### src/rtl/thirty_two_bit_xor_descrambler_pkg.sv
// ---------------------------------------------------------------------------
// thirty_two_bit_xor_descrambler_pkg
//
// Shared definitions for the XOR scrambler/descrambler pair. Both ends import
// this package so that they agree on the keystream polynomial, the default
// seed and the control state encoding.
//
// Contents:
//   LFSR_WIDTH    - keystream register width (32)
//   DEFAULT_POLY  - Galois feedback mask for x^32+x^22+x^2+x+1
//   DEFAULT_SEED  - seed used in place of an all-zero seed
//   state_e       - control state encoding (IDLE / RUN)
// ---------------------------------------------------------------------------
package thirty_two_bit_xor_descrambler_pkg;

  localparam int          LFSR_WIDTH   = 32;
  localparam logic [31:0] DEFAULT_POLY = 32'h8020_0003;
  localparam logic [31:0] DEFAULT_SEED = 32'h0000_0001;

  typedef enum logic {
    IDLE = 1'b0,
    RUN  = 1'b1
  } state_e;

endpackage

### src/rtl/thirty_two_bit_xor_descrambler_lfsr32_step.sv
// ---------------------------------------------------------------------------
// lfsr32_step
//
// Combinational next-state function of the 32-bit Galois LFSR. The same
// module sits in the transmitter, so both ends step the keystream
// identically.
//
// Ports:
//   state_i  in  32  current LFSR value
//   next_o   out 32  value after one keystream step
// ---------------------------------------------------------------------------
module lfsr32_step
  import thirty_two_bit_xor_descrambler_pkg::*;
#(
  parameter logic [LFSR_WIDTH-1:0] POLY = DEFAULT_POLY
) (
  input  logic [LFSR_WIDTH-1:0] state_i,
  output logic [LFSR_WIDTH-1:0] next_o
);

  // Galois form: shift right, and when the bit shifted out was a one, fold
  // the feedback mask into the whole register at once.
  assign next_o = {1'b0, state_i[LFSR_WIDTH-1:1]} ^ (state_i[0] ? POLY : '0);

endmodule

### src/rtl/thirty_two_bit_xor_descrambler.sv
// ---------------------------------------------------------------------------
// thirty_two_bit_xor_descrambler
//
// Recovers plaintext words from a stream scrambled by XOR with a Galois LFSR
// keystream. The keystream advances exactly once per accepted word so the
// block stays in lock-step with the transmitter.
//
// Ports:
//   clk         in   1   clock, rising edge
//   rst         in   1   asynchronous active-high reset
//   seed_load   in   1   load seed and enter RUN (zero seed -> DEF_SEED)
//   seed        in   32  keystream seed
//   in_valid    in   1   scrambled word present
//   in_ready    out  1   word accepted this cycle if in_valid
//   in_data     in   32  scrambled word
//   out_valid   out  1   descrambled word held in output register
//   out_ready   in   1   consumer takes out_data this cycle
//   out_data    out  32  descrambled word
//   word_count  out  16  words accepted since last seed load (wraps)
// ---------------------------------------------------------------------------
module thirty_two_bit_xor_descrambler
  import thirty_two_bit_xor_descrambler_pkg::*;
#(
  parameter int          WIDTH    = LFSR_WIDTH,
  parameter logic [31:0] POLY     = DEFAULT_POLY,
  parameter logic [31:0] DEF_SEED = DEFAULT_SEED
) (
  input  logic             clk,
  input  logic             rst,
  input  logic             seed_load,
  input  logic [31:0]      seed,
  input  logic             in_valid,
  output logic             in_ready,
  input  logic [WIDTH-1:0] in_data,
  output logic             out_valid,
  input  logic             out_ready,
  output logic [WIDTH-1:0] out_data,
  output logic [15:0]      word_count
);

  state_e      state_q, state_d;
  logic [31:0] lfsr_q, lfsr_d;
  logic [31:0] out_data_q, out_data_d;
  logic        out_valid_q, out_valid_d;
  logic [15:0] word_count_q, word_count_d;

  logic [31:0] lfsr_next;
  logic [31:0] plain_word;
  logic        accept;

  lfsr32_step #(
    .POLY (POLY)
  ) u_lfsr_step (
    .state_i (lfsr_q),
    .next_o  (lfsr_next)
  );

  // The data combine is the plain 32-bit XOR of the ALU path: scrambled word
  // against the keystream value that was current when the word arrived.
  assign plain_word = in_data ^ lfsr_q;

  // Ready only depends on state, the output register and the consumer; it
  // deliberately ignores in_valid so no valid->ready loop can form. The
  // seed_load cycle never accepts, so a reseed cannot race a data word.
  assign in_ready = (state_q == RUN) && !seed_load && (!out_valid_q || out_ready);
  assign accept   = in_valid && in_ready;

  // Next-state logic. A reseed restarts the keystream and the counter but
  // leaves the output register alone so a held word still drains. The
  // keystream and counter only move on an accept; every stall freezes them.
  // When a word is accepted while the old one drains, the new word simply
  // overwrites it and out_valid stays high.
  always_comb begin
    state_d      = state_q;
    lfsr_d       = lfsr_q;
    word_count_d = word_count_q;
    out_data_d   = out_data_q;
    out_valid_d  = out_valid_q;

    if (seed_load) begin
      state_d      = RUN;
      lfsr_d       = (seed == 32'h0) ? DEF_SEED : seed;
      word_count_d = 16'h0;
    end else if (accept) begin
      lfsr_d       = lfsr_next;
      word_count_d = word_count_q + 16'h1;
    end

    if (accept) begin
      out_data_d  = plain_word;
      out_valid_d = 1'b1;
    end else if (out_valid_q && out_ready) begin
      out_valid_d = 1'b0;
    end
  end

  // All state in one register bank. Reset drops any held word at once and
  // parks the block in IDLE until the next seed_load.
  always_ff @(posedge clk or posedge rst) begin
    if (rst) begin
      state_q      <= IDLE;
      lfsr_q       <= DEF_SEED;
      out_data_q   <= '0;
      out_valid_q  <= 1'b0;
      word_count_q <= 16'h0;
    end else begin
      state_q      <= state_d;
      lfsr_q       <= lfsr_d;
      out_data_q   <= out_data_d;
      out_valid_q  <= out_valid_d;
      word_count_q <= word_count_d;
    end
  end

  assign out_valid  = out_valid_q;
  assign out_data   = out_data_q;
  assign word_count = word_count_q;

endmodule

### config.mk
export PLATFORM = sky130hd
export DESIGN_NAME = thirty_two_bit_xor_descrambler
export DESIGN_NICKNAME = d
export VERILOG_FILES = /design/src/rtl/thirty_two_bit_xor_descrambler_pkg.sv /design/src/rtl/thirty_two_bit_xor_descrambler_lfsr32_step.sv /design/src/rtl/thirty_two_bit_xor_descrambler.sv
export SDC_FILE = /design/constraint.sdc
export NUM_CORES = 1
export LEC_CHECK = 0
export ABC_AREA = 1
export CORE_MARGIN = 1.5
export CORE_UTILIZATION = 30
export DETAILED_ROUTE_END_ITERATION = 10
export GPL_TIMING_DRIVEN = 0
export PLACE_DENSITY = 0.67
export SETUP_SLACK_MARGIN = 0.05
export SYNTH_ARGS = -nofsm -noshare
export SYNTH_HDL_FRONTEND = slang
export SYNTH_SLANG_ARGS = --single-unit
### constraint.sdc
create_clock -name clk -period 2.6 [get_ports clk]
set_clock_uncertainty 0.1 [all_clocks]
set_input_delay 0.52 -clock clk [delete_from_list [all_inputs] [get_ports clk]]
set_output_delay 0.52 -clock clk [all_outputs]
set_load 0.02 [all_outputs]
==> reports/metrics.yaml <==
drt_pre_antenna_iters: 4
drc_errors: 0
cts_tree: "done"
cp_slowest_cell: "clkdlybuf4s50_1"
worst_pin_slew_ns: 0.533
cp-end-kind: "output pin"
finalSetupViolCount: 0
worstHoldStart: "seed_load"
fill_cells: 1318
antenna_left: 0
regArea_mm2: 0.00205
drtIter0Drc: 201
reg2regPathDepth: 9
grt_setup_unrepaired: "false"
die_h_um: 120
cap_violations: 0
ys_top_cells_by_count: "116 x nand2_1, 81 x dfrtp_1, 70 x nor2_1, 62 x o21ai_0, 35 x a21oi_1"
cp_common_cell: "clkdlybuf4s50_1"
start_kind: "primary input"
clock-sinks: 82
synthFlopType: "dfrtp_1"
drt-total-wl_um: 11700
drive_above_1_share_pct: 7.06
hold_depth: 3
path_clk_slew_ns: 0.06
yosysSeqAreaShare_pct: 50.1
area_growth_pct: 42.5
avgSynthCellArea_um2: 8.40
synth_xor_xnor_area_share_pct: 7.26
wire_per_inst_um: 14.7
status: "finished, final reports clean"
holdPathEnd: "lfsr_q[21]"
design_power_total_mw: 3.80
viasPerCell: 4.71
crit_required_ns: 1.98
clock_latency_ns: 0.34
max_freq_mhz: 402
postCtsSetupRepairBufs: 0
fin_util_pct: 44.0
grt_pass1_wl_um: 19000
fin_crit_ns: 2.49
yosys.area_share.simple_pct: 22.2
slew_headroom_pct: 64.4
grt_overflow_total: 0
port_buffers: 117
ys_seq_elements: 82
num_io_pins: 119
muxShareOfSynthArea_pct: 0
final_net_count: 688
fin_area_mm2: 0.00585
synth_area_mm2: 0.00410
hold_path_class: "in -> reg"
yosys.cell_count.top_type: "nand2_1"
p_per_area_mw_per_mm2: 651
grt_use_total_pct: 17.2
dieArea_mm2: 0.0144
numCtsBuffers: 9
cp_slowest_stage_delay_ns: 0.63
async_flop_share_pct: 100
synth_top_cell_area_share_pct: 49.4
rows: 42
cts_hold_buf: 0
yosysTopAreaCell: "dfrtp_1"
synth-compound-area-share_pct: 14.2
diodes: 0
vias: 3763
initial_utilization_pct: 30.8
synth_top_family_by_area: "simple AND/OR/NAND/NOR gates"
regToRegSetupSlack_ns: 0.90
synth-edff-count: 0
grt_pass1_vias: 3668
maxSlewViolCount: 0
path_class: "in -> out"
reg2reg_from: "word_count[0]"
timing.rr.end: "word_count[12]"
cts_root_buffer: "clkbuf_16"
multi_input_area_mm2: 0.00180
fin_tns_setup_ns: 0
vdd_drop_max_v: 0.000315
clock_path_buffers: 2
netlist_top_cells_area: "dfrtp_1 49%, nand2_1 11%, o21ai_0 7.6%"
placed_cell_area_mm2: 0.00554
synth_warnings: 0
cp.arrival_ns: 1.87
synth_nets: 558
dpl.hpwl_um: 8710
gp_congestion: 0.791
netlist_instances: 488
crit_chain: "clkdlybuf4s50_1 > nor2_1 > nor2_2 > clkdlybuf4s50_1"
synth_cell_types: 31
htreeDepth: 3
finalHoldViolations: 0
period_share_pct: 95.6
leakage_nw: 2.47
coreArea_mm2: 0.0133
synth-adder-area-share_pct: 0.305
cts_resized: 0
antenna_found_initial: 0
die_x_um: 120
grt_start_max_net_pins: 42
crit_fanout: 2
## worst max-delay path by stage
stage / start / slack, ns / end / cells after the start
2_1_floorplan: seed_load / 0.92 / in_ready / 4
3_5_place_dp: out_ready / 0.11 / in_ready / 4
6_report: out_ready / 0.11 / in_ready / 4
5_1_grt: out_ready / 0.08 / in_ready / 4
4_1_cts: out_ready / 0.10 / in_ready / 4
3_3_place_gp: rst / 0.07 / out_data[13] / 2
## report_power, final
group	leakage, nW	internal (mW)	switching [mW]	total (mW)
combinational	1.30	0.451	0.443	0.894
clock	0.153	0.823	0.509	1.33
sequential	1.02	1.45	0.129	1.58
total	2.47	2.72	1.08	3.80
## registers in the layout, indices dropped and copies added, names as in the netlist
name,flops
state_q,1
lfsr_q,32
out_data,32
word_count,16
out_valid,1
## critical path, delay by kind of cell
family                 cells  cell delay [ns]
buffers and inverters      2             1.14
and+or+nand+nor            2             0.21
## routing by layer
metal	wire length [um]	vias to the layer above	GRT usage [%]
met2	5520	134	26.6
met4	342	0	8.48
met1	5220	1757	22.9
met3	664	23	3.56
li1	-	1849	-
met5	0	-	0
## metrics by stage
| stage | cells | setup slack, ns | hold slack, ns |
|---|---|---|---|
| after floorplan | 488 | 0.921 | 0.379 |
| after global placement | 781 | 0.0662 | 0.365 |
| after detailed placement | 783 | 0.111 | 0.373 |
| after CTS | 799 | 0.104 | 0.365 |
| after global routing | 799 | 0.0794 | 0.381 |
| final | 799 | 0.115 | 0.379 |
## cell type report
| class | count | area share [%] |
|---|---|---|
| clock inverters | 2 | 0.599 |
| flip-flops and latches | 82 | 35.1 |
| repair buffers | 119 | 20.7 |
| plain buffers | 23 | 2.72 |
| multi-input cells | 360 | 30.8 |
| well taps | 176 | 3.77 |
| inverters | 23 | 1.54 |
| clock buffers | 14 | 4.69 |
## cells by family (layout without fill, tap and decap cells)
group | Yosys count | in the layout
and+or+nand+nor | 213 | 213
AOI/OAI and AO/OA | 112 | 112
DFF | 82 | 82
buffers and inverters | 46 | 181
xor gates and xnor gates | 34 | 34
adders and majority gates | 1 | 1
## placed cells by master, fill, tap and decap left out, drive strengths merged, types with 2 or more instances in the layout
| master | n |
|---|---|
| a21oi | 35 |
| a22oi | 2 |
| a31oi | 2 |
| buf | 16 |
| clkbuf | 23 |
| clkdlybuf4s50 | 117 |
| dfrtp | 81 |
| inv | 22 |
| nand2 | 117 |
| nand3 | 11 |
| nand4 | 7 |
| nor2 | 75 |
| nor3 | 3 |
| o21ai | 69 |
| o21bai | 2 |
| xnor2 | 33 |
Note: power is estimated with default switching activity, not from simulation.
